`src/rtl/uart_pkg.sv`:
```
// Shared UART definitions: receiver states, line-control encodings, divider floor.
package uart_pkg;

  typedef enum logic [2:0] {
    S_IDLE,
    S_START,
    S_DATA,
    S_PARITY,
    S_STOP1,
    S_STOP2
  } rx_state_e;

  typedef enum logic [1:0] {
    PS_EVEN   = 2'b00,
    PS_ODD    = 2'b01,
    PS_STICK0 = 2'b10,
    PS_STICK1 = 2'b11
  } ps_e;

  typedef enum logic [1:0] {
    WLS_5 = 2'b00,
    WLS_6 = 2'b01,
    WLS_7 = 2'b10,
    WLS_8 = 2'b11
  } wls_e;

  localparam int unsigned MIN_DIV = 2;

  // Index of the final data bit for a given word-length code.
  function automatic logic [2:0] last_bit_idx(input logic [1:0] wls);
    logic [2:0] idx;
    idx = 3'd7;
    case (wls_e'(wls))
      WLS_5: idx = 3'd4;
      WLS_6: idx = 3'd5;
      WLS_7: idx = 3'd6;
      WLS_8: idx = 3'd7;
      default: idx = 3'd7;
    endcase
    return idx;
  endfunction

endpackage

```
`src/rtl/uart_baud_tick.sv`:
```
// Oversample tick generator: one-cycle tick every max(div_i,2) clocks while enabled.
module uart_baud_tick
  import uart_pkg::*;
#(
  parameter int unsigned DIV_WIDTH = 16
) (
  input  logic                 clk_i,
  input  logic                 rst_n_i,
  input  logic                 clr_i,
  input  logic                 en_i,
  input  logic [DIV_WIDTH-1:0] div_i,
  output logic                 tick_o
);

  logic [DIV_WIDTH-1:0] cnt_q;
  logic [DIV_WIDTH-1:0] term_c;
  logic                 tick_q;

  always_comb begin
    term_c = div_i - DIV_WIDTH'(1);
    if (div_i < DIV_WIDTH'(MIN_DIV)) term_c = DIV_WIDTH'(MIN_DIV - 1);
  end

  // >= keeps the counter bounded if the divisor shrinks mid-count
  always_ff @(posedge clk_i or negedge rst_n_i) begin
    if (!rst_n_i) begin
      cnt_q  <= '0;
      tick_q <= 1'b0;
    end else if (clr_i || !en_i) begin
      cnt_q  <= '0;
      tick_q <= 1'b0;
    end else if (cnt_q >= term_c) begin
      cnt_q  <= '0;
      tick_q <= 1'b1;
    end else begin
      cnt_q  <= cnt_q + DIV_WIDTH'(1);
      tick_q <= 1'b0;
    end
  end

  assign tick_o = tick_q;

endmodule

```
`src/rtl/uart_rx_engine.sv`:
```
// UART receive engine: oversampled majority-vote deserialiser with error flags,
// overrun detection, idle timeout and a valid/ready character output.
module uart_rx_engine
  import uart_pkg::*;
#(
  parameter int unsigned OVERSAMPLE   = 16,
  parameter int unsigned DIV_WIDTH    = 16,
  parameter int unsigned TIMEOUT_BITS = 40,
  parameter int unsigned TO_CNT_WIDTH = 6
) (
  input  logic                 clk_i,
  input  logic                 rst_n_i,
  input  logic                 en_i,
  input  logic [DIV_WIDTH-1:0] div_i,
  input  logic [1:0]           wls_i,
  input  logic                 pen_i,
  input  logic [1:0]           ps_i,
  input  logic                 stb_i,
  input  logic                 rx_i,
  output logic [7:0]           data_o,
  output logic                 pe_o,
  output logic                 fe_o,
  output logic                 brk_o,
  output logic                 valid_o,
  input  logic                 ready_i,
  output logic                 ovr_o,
  output logic                 timeout_o,
  output logic                 busy_o
);

  localparam int unsigned OS_W = $clog2(OVERSAMPLE);
  localparam logic [OS_W-1:0] SAMP0  = OS_W'(OVERSAMPLE / 2 - 1);
  localparam logic [OS_W-1:0] SAMP1  = OS_W'(OVERSAMPLE / 2);
  localparam logic [OS_W-1:0] DECIDE = OS_W'(OVERSAMPLE / 2 + 1);
  localparam logic [OS_W-1:0] LAST   = OS_W'(OVERSAMPLE - 1);
  localparam logic [TO_CNT_WIDTH-1:0] TO_LIMIT = TO_CNT_WIDTH'(TIMEOUT_BITS);

  logic sync1_q, sync2_q, sync3_q;
  rx_state_e state_q, state_d;
  logic [OS_W-1:0] os_q, os_d;
  logic [1:0] samp_q, samp_d;
  logic [7:0] shift_q, shift_d;
  logic [2:0] idx_q, idx_d;
  logic pe_q, pe_d, fe_q, fe_d, brk_q, brk_d, zeros_q, zeros_d;
  logic done_q, done_d, armed_q, armed_d, timeout_q, timeout_d;
  logic [TO_CNT_WIDTH-1:0] to_cnt_q, to_cnt_d;
  logic busy_q, valid_q, ovr_q;
  logic [7:0] data_q;
  logic pe_out_q, fe_out_q, brk_out_q;

  logic fall_c, start_c, tick_c, maj_c, decide_c, bit_end_c, par_exp_c;

  assign fall_c    = sync3_q & ~sync2_q;
  assign start_c   = en_i && (state_q == S_IDLE) && fall_c;
  assign maj_c     = (samp_q[0] & samp_q[1]) | (samp_q[0] & sync2_q) | (samp_q[1] & sync2_q);
  assign decide_c  = tick_c && (os_q == DECIDE);
  assign bit_end_c = tick_c && (os_q == LAST);

  // Tick runs during a frame, and free-runs in IDLE while the timeout is armed
  uart_baud_tick #(.DIV_WIDTH(DIV_WIDTH)) u_tick (
    .clk_i   (clk_i),
    .rst_n_i (rst_n_i),
    .clr_i   (start_c || !en_i),
    .en_i    (en_i && ((state_q != S_IDLE) || armed_q)),
    .div_i   (div_i),
    .tick_o  (tick_c)
  );

  always_comb begin
    par_exp_c = 1'b0;
    case (ps_e'(ps_i))
      PS_EVEN:   par_exp_c = ^shift_q;
      PS_ODD:    par_exp_c = ~^shift_q;
      PS_STICK0: par_exp_c = 1'b0;
      PS_STICK1: par_exp_c = 1'b1;
      default:   par_exp_c = 1'b0;
    endcase
  end

  always_comb begin
    state_d  = state_q;
    os_d     = os_q;
    samp_d   = samp_q;
    shift_d  = shift_q;
    idx_d    = idx_q;
    pe_d     = pe_q;
    fe_d     = fe_q;
    brk_d    = brk_q;
    zeros_d  = zeros_q;
    done_d   = 1'b0;
    armed_d  = armed_q;
    to_cnt_d = to_cnt_q;

    if (tick_c) os_d = (os_q == LAST) ? '0 : os_q + OS_W'(1);
    if (tick_c && (os_q == SAMP0)) samp_d[0] = sync2_q;
    if (tick_c && (os_q == SAMP1)) samp_d[1] = sync2_q;

    if ((state_q == S_IDLE) && armed_q && bit_end_c && (to_cnt_q != TO_LIMIT))
      to_cnt_d = to_cnt_q + TO_CNT_WIDTH'(1);

    case (state_q)
      S_IDLE: begin
        if (start_c) begin
          state_d  = S_START;
          os_d     = '0;
          shift_d  = '0;
          idx_d    = '0;
          pe_d     = 1'b0;
          fe_d     = 1'b0;
          brk_d    = 1'b0;
          zeros_d  = 1'b1;
          armed_d  = 1'b0;
          to_cnt_d = '0;
        end
      end
      S_START: begin
        if (decide_c && maj_c) begin
          state_d = S_IDLE;
          os_d    = '0;
        end else if (bit_end_c) begin
          state_d = S_DATA;
          idx_d   = '0;
        end
      end
      S_DATA: begin
        if (decide_c) begin
          shift_d[idx_q] = maj_c;
          zeros_d        = zeros_q & ~maj_c;
        end
        if (bit_end_c) begin
          if (idx_q == last_bit_idx(wls_i)) state_d = pen_i ? S_PARITY : S_STOP1;
          else idx_d = idx_q + 3'd1;
        end
      end
      S_PARITY: begin
        if (decide_c) begin
          pe_d    = maj_c ^ par_exp_c;
          zeros_d = zeros_q & ~maj_c;
        end
        if (bit_end_c) state_d = S_STOP1;
      end
      S_STOP1: begin
        if (decide_c) begin
          fe_d  = ~maj_c;
          brk_d = zeros_q & ~maj_c;
          if (!stb_i) begin
            state_d  = S_IDLE;
            os_d     = '0;
            done_d   = 1'b1;
            armed_d  = 1'b1;
            to_cnt_d = '0;
          end
        end else if (bit_end_c && stb_i) begin
          state_d = S_STOP2;
        end
      end
      S_STOP2: begin
        if (decide_c) begin
          fe_d     = fe_q | ~maj_c;
          state_d  = S_IDLE;
          os_d     = '0;
          done_d   = 1'b1;
          armed_d  = 1'b1;
          to_cnt_d = '0;
        end
      end
      default: state_d = S_IDLE;
    endcase

    // Disable aborts any partial character and disarms the timeout
    if (!en_i) begin
      state_d  = S_IDLE;
      os_d     = '0;
      idx_d    = '0;
      done_d   = 1'b0;
      armed_d  = 1'b0;
      to_cnt_d = '0;
    end

    timeout_d = armed_d && (to_cnt_d == TO_LIMIT);
  end

  always_ff @(posedge clk_i or negedge rst_n_i) begin
    if (!rst_n_i) begin
      sync1_q   <= 1'b1;
      sync2_q   <= 1'b1;
      sync3_q   <= 1'b1;
      state_q   <= S_IDLE;
      os_q      <= '0;
      samp_q    <= '0;
      shift_q   <= '0;
      idx_q     <= '0;
      pe_q      <= 1'b0;
      fe_q      <= 1'b0;
      brk_q     <= 1'b0;
      zeros_q   <= 1'b0;
      done_q    <= 1'b0;
      armed_q   <= 1'b0;
      to_cnt_q  <= '0;
      timeout_q <= 1'b0;
      busy_q    <= 1'b0;
    end else begin
      sync1_q   <= rx_i;
      sync2_q   <= sync1_q;
      sync3_q   <= sync2_q;
      state_q   <= state_d;
      os_q      <= os_d;
      samp_q    <= samp_d;
      shift_q   <= shift_d;
      idx_q     <= idx_d;
      pe_q      <= pe_d;
      fe_q      <= fe_d;
      brk_q     <= brk_d;
      zeros_q   <= zeros_d;
      done_q    <= done_d;
      armed_q   <= armed_d;
      to_cnt_q  <= to_cnt_d;
      timeout_q <= timeout_d;
      busy_q    <= (state_d != S_IDLE);
    end
  end

  // Output holding register: a completion while still full and not accepted is dropped
  always_ff @(posedge clk_i or negedge rst_n_i) begin
    if (!rst_n_i) begin
      data_q    <= '0;
      pe_out_q  <= 1'b0;
      fe_out_q  <= 1'b0;
      brk_out_q <= 1'b0;
      valid_q   <= 1'b0;
      ovr_q     <= 1'b0;
    end else begin
      ovr_q <= 1'b0;
      if (done_q) begin
        if (!valid_q || ready_i) begin
          data_q    <= shift_q;
          pe_out_q  <= pe_q;
          fe_out_q  <= fe_q;
          brk_out_q <= brk_q;
          valid_q   <= 1'b1;
        end else begin
          ovr_q <= 1'b1;
        end
      end else if (valid_q && ready_i) begin
        valid_q <= 1'b0;
      end
    end
  end

  assign data_o    = data_q;
  assign pe_o      = pe_out_q;
  assign fe_o      = fe_out_q;
  assign brk_o     = brk_out_q;
  assign valid_o   = valid_q;
  assign ovr_o     = ovr_q;
  assign timeout_o = timeout_q;
  assign busy_o    = busy_q;

endmodule

```
`config.mk`:
```
export PLATFORM = sky130hd
export DESIGN_NAME = uart_rx_engine
export DESIGN_NICKNAME = d
export VERILOG_FILES = /design/src/rtl/uart_pkg.sv /design/src/rtl/uart_baud_tick.sv /design/src/rtl/uart_rx_engine.sv
export SDC_FILE = /design/constraint.sdc
export NUM_CORES = 1
export LEC_CHECK = 0
export CAP_MARGIN = 25
export CORE_ASPECT_RATIO = 0.9
export CORE_MARGIN = 5
export CORE_UTILIZATION = 58
export DETAILED_ROUTE_END_ITERATION = 10
export HOLD_SLACK_MARGIN = 0.12
export PLACE_DENSITY = 0.84
export SLEW_MARGIN = 20
export SYNTH_ARGS = -nofsm -noshare
export SYNTH_HDL_FRONTEND = slang
export SYNTH_HIERARCHICAL = 1
export SYNTH_SLANG_ARGS = --single-unit
```
`constraint.sdc`:
```
create_clock -name clk_i -period 2.75 [get_ports clk_i]
set_clock_uncertainty 0.2 [all_clocks]
set_input_delay 0.55 -clock clk_i [delete_from_list [all_inputs] [get_ports clk_i]]
set_output_delay 0.55 -clock clk_i [all_outputs]
set_load 0.02 [all_outputs]
```
=== Word level (Yosys, flattened, before mapping) ===
Index checks and enable logic that the tools add are counted.

* ROM bits: 0
* Output and inout bits: 15
* Word-level logic and storage cells: 198
* Register bits: 67
* Memories kept: 0
* Memory bits (writable): 0
* Latch bits: 0

* Reduce and logical (&&, ||, !) cells: 44
* Equal/unequal tests: 31
* Magnitude comparators: 4
* Bitwise logic cells: 11
* Div/mod/pow operators: 0
* Multipliers: 0
* Multiplexer cells: 77
* Shift operators: 0
* $add $sub $neg: 5

{| class="wikitable"
|+ Operators by type and width
! kind !! number
|-
| 3-bit two-way mux || 20
|-
| 16-bit two-way mux || 3
|-
| 6-bit two-way mux || 6
|-
| 4-bit two-way mux || 8
|-
| 1-bit two-way mux || 23
|-
| 3-bit one-hot mux with 6 select lines || 1
|-
| 6-bit one-hot mux with 3 select lines || 1
|-
| 16-bit by 1-bit adder with 16-bit output (second input constant) || 1
|-
| 16-bit >= comparator || 1
|-
| 16-bit by 2-bit < comparator with 1-bit output (second input constant) || 1
|-
| 8-bit two-way mux || 2
|-
| 4-bit one-hot mux with 4 select lines || 1
|-
| 8-bit one-hot mux with 2 select lines || 1
|-
| 16-bit by 1-bit subtractor with 16-bit output (second input constant) || 1
|-
| 1-bit logical AND || 15
|-
| 3-bit inequality test (second input constant) || 5
|-
| 4-bit equality test (second input constant) || 3
|-
| 3-bit one-hot mux with 4 select lines || 1
|-
| 3-bit AND reduction || 4
|-
| 2-bit inequality test (second input constant) || 5
|-
| 2-bit nonzero test || 5
|-
| 3-bit one-hot mux with 3 select lines || 1
|-
| 3-bit nonzero test || 3
|-
| 8-bit bitwise mux || 1
|-
| 34 further kinds || 59
|}

=== Longest topological paths before layout ===
Gate-level depths: netlist of run 1.

* Word-level depth: 11
* Mapped depth: 13
* Depth with buffers taken out: 10

=== Modules after synthesis ===
The synthesis of run 1 kept the hierarchy.

{| class="wikitable"
|+ By module, submodules not included
! module !! cells an instance !! times used !! area each (µm²)
|-
| uart_rx_engine || 269 || 1 || 2,713.9
|-
| uart_baud_tick || 182 || 1 || 1,627.8
|}

=== Least setup slack after synthesis of run 1 ===
No wires, ideal clock.

* Kind: input port to flip-flop
* Start point: input div_i[6]
* End point: register u_tick.cnt_q[10]
* Stages: 12
* Path slack: -0.494 ns
* Arrival: 2.943 ns
* Buffers on the path: 3
* Path through: buf_2 or4_4 nor4_4 nand4_2 buf_6 nand2_1 ha_1 and4_1 nand2_1 o2111ai_1 buf_2 nor4_1

* Cells in the longest elaborated chain, start to end: 5
* Elaborated cells on any way between the ends: 6
* Those cells by class: add/sub: 1; order compare: 2; mux: 3

{| class="wikitable"
|+ RTL lines
! what !! line !! source
|-
| start: declaration || uart_rx_engine.sv:14 || <nowiki>input logic [DIV_WIDTH-1:0] div_i,</nowiki>
|-
| 16-bit by 1-bit subtractor with 16-bit output or 16-bit by 2-bit < comparator with 1-bit output (tied branches) || uart_baud_tick.sv:20, uart_baud_tick.sv:21 ||
|-
| 16-bit two-way mux (*) || uart_baud_tick.sv:21 || <nowiki>if (div_i < DIV_WIDTH'(MIN_DIV)) term_c = DIV_WIDTH'(MIN_DIV - 1);</nowiki>
|-
| 16-bit >= comparator (*) || uart_baud_tick.sv:32 || <nowiki>end else if (cnt_q >= term_c) begin</nowiki>
|-
| 16-bit two-way mux (*) || uart_baud_tick.sv:32 ||
|-
| 16-bit two-way mux (*) || uart_baud_tick.sv:29 || <nowiki>end else if (clr_i || !en_i) begin</nowiki>
|-
| end signal: assignment || uart_baud_tick.sv:36 || <nowiki>cnt_q <= cnt_q + DIV_WIDTH'(1);</nowiki>
|-
| end: declaration || uart_baud_tick.sv:15 || <nowiki>logic [DIV_WIDTH-1:0] cnt_q;</nowiki>
|}

Every way passes the cells marked *; elsewhere a longest branch is shown, timed or not.
A chain may end at the register's enable or synchronous reset.

=== Worst setup path after layout of run 1 ===
* Start point: input div_i[14]
* End point: register u_tick.cnt_q[14]

Same word-level chain as after synthesis.

==> results of run 1 <==
==> cell families (layout without fill, tap and decap cells) <==
group                    after synthesis  count (layout)  share of synthesized area (%)
XOR/XNOR                              41              41                           8.27
multiplexers                          26              26                           6.37
AO/OA/AOI/OAI                         54              54                           9.34
AND/OR/NAND/NOR                      198             198                           26.2
buffers and inverters                 40             135                           4.01
flip-flops                            67              67                           38.7
adder cells (fa/ha/maj)               25              25                           7.15
==> registers in the layout (all words and copies together) (netlist names), 2 cells and up <==
register      count
shift_q           8
data_o            8
os_q              4
idx_q             3
to_cnt_q          6
state_q           3
samp_q            2
u_tick/cnt_q     16
==> per-layer routing <==
layer / up-vias / GRT usage, %
met3: 107 / 6.77
met2: 331 / 44.1
met4: 2 / 8.42
li1: 1823 / -
met1: 2020 / 34.5
met5: - / 0
==> worst max-delay path by stage <==
| stage | start | end | slack, ps | cells past startpoint |
|---|---|---|---|---|
| final | div_i[14] | u_tick/cnt_q[14] | -570 | 11 |
| after global routing | div_i[14] | u_tick/cnt_q[14] | -620 | 11 |
| after CTS | div_i[6] | u_tick/cnt_q[1] | -430 | 13 |
| after detailed placement | div_i[11] | u_tick/cnt_q[0] | -1200 | 11 |
| after global placement | div_i[11] | u_tick/cnt_q[1] | -950 | 10 |
| after floorplan | div_i[6] | u_tick/cnt_q[11] | -350 | 10 |
==> final cells by class <==
type | count | area, µm² | share of cell area (%)
Tap cell | 96 | 120 | 2.01
Timing Repair Buffer | 98 | 935 | 15.6
Inverter | 21 | 78.8 | 1.32
Clock inverter | 6 | 63.8 | 1.07
Clock buffer | 10 | 138 | 2.30
Sequential cell | 67 | 1680 | 28.0
Multi-Input combinational cell | 344 | 2980 | 49.7
==> worst max-delay path: stages <==
cell	delay, ps
clkdlybuf4s50_1	510
nor4_4	400
nand4_4	210
o21ai_1	170
ha_1	280
a211o_1	320
o211ai_1	170
o41ai_4	180
buf_6	180
buf_12	120
nor4_4	290
==> cell usage in the layout, fill, tap and decap left out, types with 8 or more instances in the layout <==
cell / n
a21oi_1: 8
buf_4: 40
buf_6: 10
clkbuf_8: 10
clkdlybuf4s50_1: 28
dfrtp_1: 64
ha_1: 16
inv_1: 20
mux2_2: 13
mux2i_1: 13
nand2_1: 30
nand3_1: 17
nand4_1: 13
nor2_1: 36
nor3_1: 15
nor4_1: 8
nor4_4: 17
o21ai_0: 11
xnor2_1: 31
==> per-stage QoR <==
stage / setup WS (ps) / total power, W / hold slack [ps] / area [µm²] / utilization, %
floorplan: -352 / 0.00111 / 54.4 / 4470 / -
global placement: -952 / 0.00123 / 150 / 5180 / 69.7
detailed placement: -1200 / 0.00124 / 150 / 5180 / 69.7
CTS: -431 / 0.00207 / 163 / 5610 / 75.5
global route: -619 / 0.00220 / 169 / 5990 / 80.6
finish: -569 / 0.00212 / 162 / 5990 / 80.6
==> power by group through the flow <==
stage | logic (W) | clock network, W | registers (W)
6_report | 0.000267 | 0.000857 | 0.000999
3_3_place_gp | 0.000211 | 0 | 0.00102
5_1_grt | 0.000282 | 0.000916 | 0.000999
4_1_cts | 0.000228 | 0.000847 | 0.000998
3_5_place_dp | 0.000220 | 0 | 0.00102
2_1_floorplan | 0.0000971 | 0 | 0.00102
==> repair_timing <==
action / in CTS / in global routing
setup buffers: 4 / 11
endpoints found under the setup margin: 17 / 17
endpoints found under the hold margin: 6 / 0
resized for setup: 47 / 60
hold buffers: 1 / 0
pin swaps: 13 / 30
cloned: 1 / 0
==> flow_summary.yaml, run 1 <==
clocking:
  worstSkewPairLatency_ps: 370
  clockBufferDepth: 2
  clk_pin_slew_worst_paths_ps: 70
  cts_tree: "done"
  clock-sinks: 67
  cts-root-buf: "clkbuf_8"
  htree_levels: 3
  cts_made_buffers: 9
routing:
  avgViaCountPerCell: 6.67
  met3RoutedLength_um: 1370
  wl_met2_um: 6930
  detail_route.wl_per_cell_um: 22.8
  dr.first_iter.drc_count: 418
  highest_layer: "met5"
  vias: 4283
  drc: 0
  firstDrtPassIters: 5
  wl_met1_um: 5330
  wl_um: 14600
  ant_nets: 0
synth:
  synth.largest_area_cell: "dfrtp_1"
  synth-async-reset-ratio_pct: 100
  synth_nets: 502
  synthDistinctLibCells: 60
  netlist_area_mm2: 0.00434
  ys_seq_elements: 67
  seq_area_frac_synth_pct: 38.7
  syn_area_per_cell_um2: 9.63
  synth_area_leaders: "dfrtp_1 37%, ha_1 6.9%, xnor2_1 6.9%"
  ys_warn_count: 6
  synth_top_area_share_pct: 36.9
  ys.flop_type: "dfrtp_1"
  yosys-top-cells-count: "64 x dfrtp_1, 38 x nand2_1, 37 x nor2_1"
  syn_inst: 451
  synth_edf_count: 0
  synth_most_common_cell: "dfrtp_1"
grt:
  grt_max_degree: 33
  grt_pass1_wl_um: 20000
  grt_usage_pct: 26.8
  grt_pass1_vias: 4056
  grt_overflow_total: 0
  antenna_found_initial: 1
placed_design:
  placed_cells: 609
  dp.final_hpwl_um: 7890
  io_buffers: 41
  routabilityCongestion: 0.900
sta:
  worst_pin_slew_ps: 577
  tns_ps: -8990
  rsz0062_at_grt: "true"
  post-route-period-util_pct: 121
  finalHoldViolations: 0
  period_minus_slack_ps: 3320
  slew_violations: 0
  slew_headroom_pct: 61.5
  layout_setup_ws_ps: -569
  setup_violations: 17
  fmax_mhz: 301
pwr:
  clock_power_share_pct: 40.4
  vdd_drop_max_v: 0.000393
  power-per-cell-area_mw_per_mm2: 354
  p_sw_share_pct: 26.7
  combPwrFrac_pct: 12.6
  p_seq_share_pct: 47.0
  switching_power_w: 0.000566
  p_int_w: 0.00156
  p_leak_nw: 2.57
layout:
  fillers: 396
  drive_above_1_share_pct: 29.1
  final_cells: 642
  n_antenna_cell: 0
  nets: 592
  area.growth.synth_to_final_pct: 38.0
worst_hold_path:
  min_to: "sync2_q"
  hold_path_class: "reg -> reg"
  holdPathStages: 0
  hold_start: "sync1_q"
die:
  rows: 30
  die-area_mm2: 0.00932
  ios: 42
  die_y_um: 92.1
  core-area_mm2: 0.00743
  initial_core_util_pct: 58.4
  die_width_um: 101
critical_path:
  reg2reg_depth: 5
  worstSetupPathType: "in -> reg"
  reg2reg_to: "shift_q[4]"
  critical_path.max_fanout: 6
  r2r_start: "state_q[1]"
  r2r_slack_ps: 210
  worstPathRequired_ps: 2810
  setup.worst_path.start_class: "input port"
  cp-end-kind: "flop"
  worstPathArrival_ps: 3380
flow_run:
  cap_violations: 0
outcome:
  outcome: "finished with violations"
  violations: "setup timing"
Power figures use the tool's default switching activity.
==> run 2, diff against run 1 <==
- ABC_CLOCK_PERIOD_IN_PS: default -> 2750
==> results of run 2 <==
No change in the layout: final DEF, timing and power equal those of run 1.
==> run 3, diff against run 2 <==
- CORE_MARGIN: 5 -> 3
==> run 3 against run 2 <==
The flow still finishes with violations (setup timing). Combinational power fell by 2%. Core utilization up 1.5 points. Sequential cell count unchanged. Sequential power about the same. Critical path depth increased by 1. Global-route usage is 2.5 points higher. Cell area fell by 2.0%. Sequential share of layout area rose by 0.58 points. Die area fell by 8.1%. Non-clock buffer count decreased by 4. Power shrank 0.61%.
==> flow_summary.yaml, run 3 (synthesized netlist as in run 1, its figures left out) <==
clocking:
  clockBufferDepth: 2
  htree_levels: 3
  clk_pin_slew_worst_paths_ps: 80
  worstSkewPairLatency_ps: 340
  cts_made_buffers: 9
  cts_tree: "done"
  clock-sinks: 67
  cts-root-buf: "clkbuf_8"
die:
  die_width_um: 97.2
  die_y_um: 88.1
  die-area_mm2: 0.00856
  ios: 42
  core-area_mm2: 0.00715
  initial_core_util_pct: 60.7
  rows: 29
layout:
  n_antenna_cell: 0
  final_common_cell: "dfrtp_1"
  largest_register_ffs: 16
  drive_above_1_share_pct: 28.6
  nets: 588
  final_cell_mix: "64 x dfrtp_1, 43 x buf_4, 36 x nor2_1"
  final_cells: 635
  max_flop_register: "u_tick/cnt_q"
  design_area_mm2: 0.00587
  area.growth.synth_to_final_pct: 35.2
  fillers: 370
sta:
  setup_violations: 17
  fmax_mhz: 309
  slew_violations: 0
  rsz0062_at_grt: "true"
  layout_setup_ws_ps: -482
  slew_headroom_pct: 58.3
  post-route-period-util_pct: 118
  finalHoldViolations: 0
  period_minus_slack_ps: 3230
  worst_pin_slew_ps: 626
critical_path:
  r2r_start: "state_q[1]"
  r2r_slack_ps: 160
  worstPathRequired_ps: 2770
  reg2reg_to: "shift_q[4]"
  worstPathArrival_ps: 3250
  reg2reg_depth: 5
  critical_path.max_fanout: 5
  critPathMaxStageDelay_ps: 550
  cp-end-kind: "flop"
  cp-startpoint: "div_i[6]"
  path_cells: "buf_6 > or4_4 > buf_4 > nor4_4 > mux2i_1 > ha_1 > and4_4 > nand2_4 > o41ai_4 > buf_4 > buf_8 > nor4_4"
  cp_slowest_cell: "or4_4"
  crit_end: "u_tick/cnt_q[4]"
  worstSetupPathType: "in -> reg"
  setup.worst_path.start_class: "input port"
routing:
  detail_route.wl_per_cell_um: 22.7
  drc: 0
  dr.first_iter.drc_count: 437
  wl_um: 14400
  vias: 4196
  avgViaCountPerCell: 6.61
  firstDrtPassIters: 6
  ant_nets: 0
placed_design:
  dp.final_hpwl_um: 8090
  io_buffers: 41
  place_ws_ps: -1100
  placed_cells: 607
  dpl_cell_area_mm2: 0.00518
  routabilityCongestion: 0.894
pwr:
  vdd_drop_max_v: 0.000440
  power-per-cell-area_mw_per_mm2: 360
  p_leak_nw: 2.55
grt:
  antenna_found_initial: 0
  grt_pass1_vias: 3907
  grt_overflow_total: 0
  grt_pass1_wl_um: 19900
  grt_max_degree: 30
  grt_usage_pct: 29.3
outcome:
  outcome: "finished with violations"
  violations: "setup timing"
flow_run:
  cap_violations: 0
worst_hold_path:
  hold_path_class: "reg -> reg"
-- run 3: what timing repair did --
action                     4_1_cts  5_1_grt
cloned                           0        1
hold buffers                     1        0
setup endpoints to repair       17       17
pin swaps                       21       32
resized for setup               56       40
buffers inserted                 7        3
hold endpoints to repair        26        0
-- run 3: area by class of cell --
cell class                      instances  area, µm²  area share (%)
Clock buffer                            9        124            2.11
Timing Repair Buffer                   94        863            14.7
Clock inverter                          7       81.3            1.39
Inverter                               21       78.8            1.34
Multi-Input combinational cell        344       2930            49.8
Sequential cell                        67       1680            28.6
Tap cell                               93        116            1.98
-- run 3: power breakdown --
group          internal [W]  switching (W)  total, W  leakage (nW)
combinational      0.000119       0.000142  0.000261          1.53
sequential         0.000991     0.00000798  0.000999         0.920
clock              0.000433       0.000417  0.000850         0.101
-- run 3: metrics by stage --
step	power (W)	hold slack [ps]	setup TNS, ps	utilization [%]
finish	0.00211	155	-7460	82.1
global route	0.00218	161	-8330	82.1
CTS	0.00208	153	-6410	78.8
detailed placement	0.00124	149	-17630	72.5
global placement	0.00123	147	-15450	72.5
floorplan	0.00111	54.4	-4360	-
-- run 3: per-layer routing --
| metal | GRT usage (%) | wire length (µm) |
|---|---|---|
| met5 | 0 | 0 |
| met4 | 14.4 | 1030 |
| met3 | 6.13 | 1100 |
| met2 | 47.8 | 6920 |
| met1 | 37.8 | 5350 |
-- run 3: worst min-delay path by stage --
stage                 start  slack [ps]       to  cells after the start
floorplan           rst_n_i          50  armed_q                      0
global placement    sync1_q         150  sync2_q                      0
detailed placement  sync1_q         150  sync2_q                      0
CTS                 sync1_q         150  sync2_q                      0
global route        sync1_q         160  sync2_q                      0
finish              sync1_q         150  sync2_q                      0
-- run 3: worst max-delay path: cells and delay by family --
family	cells	cell delay, ps
buffers and inverters	4	650
and+or+nand+nor	5	1190
muxes	1	280
adders and majority gates	1	210
AOI/OAI and AO/OA	1	350
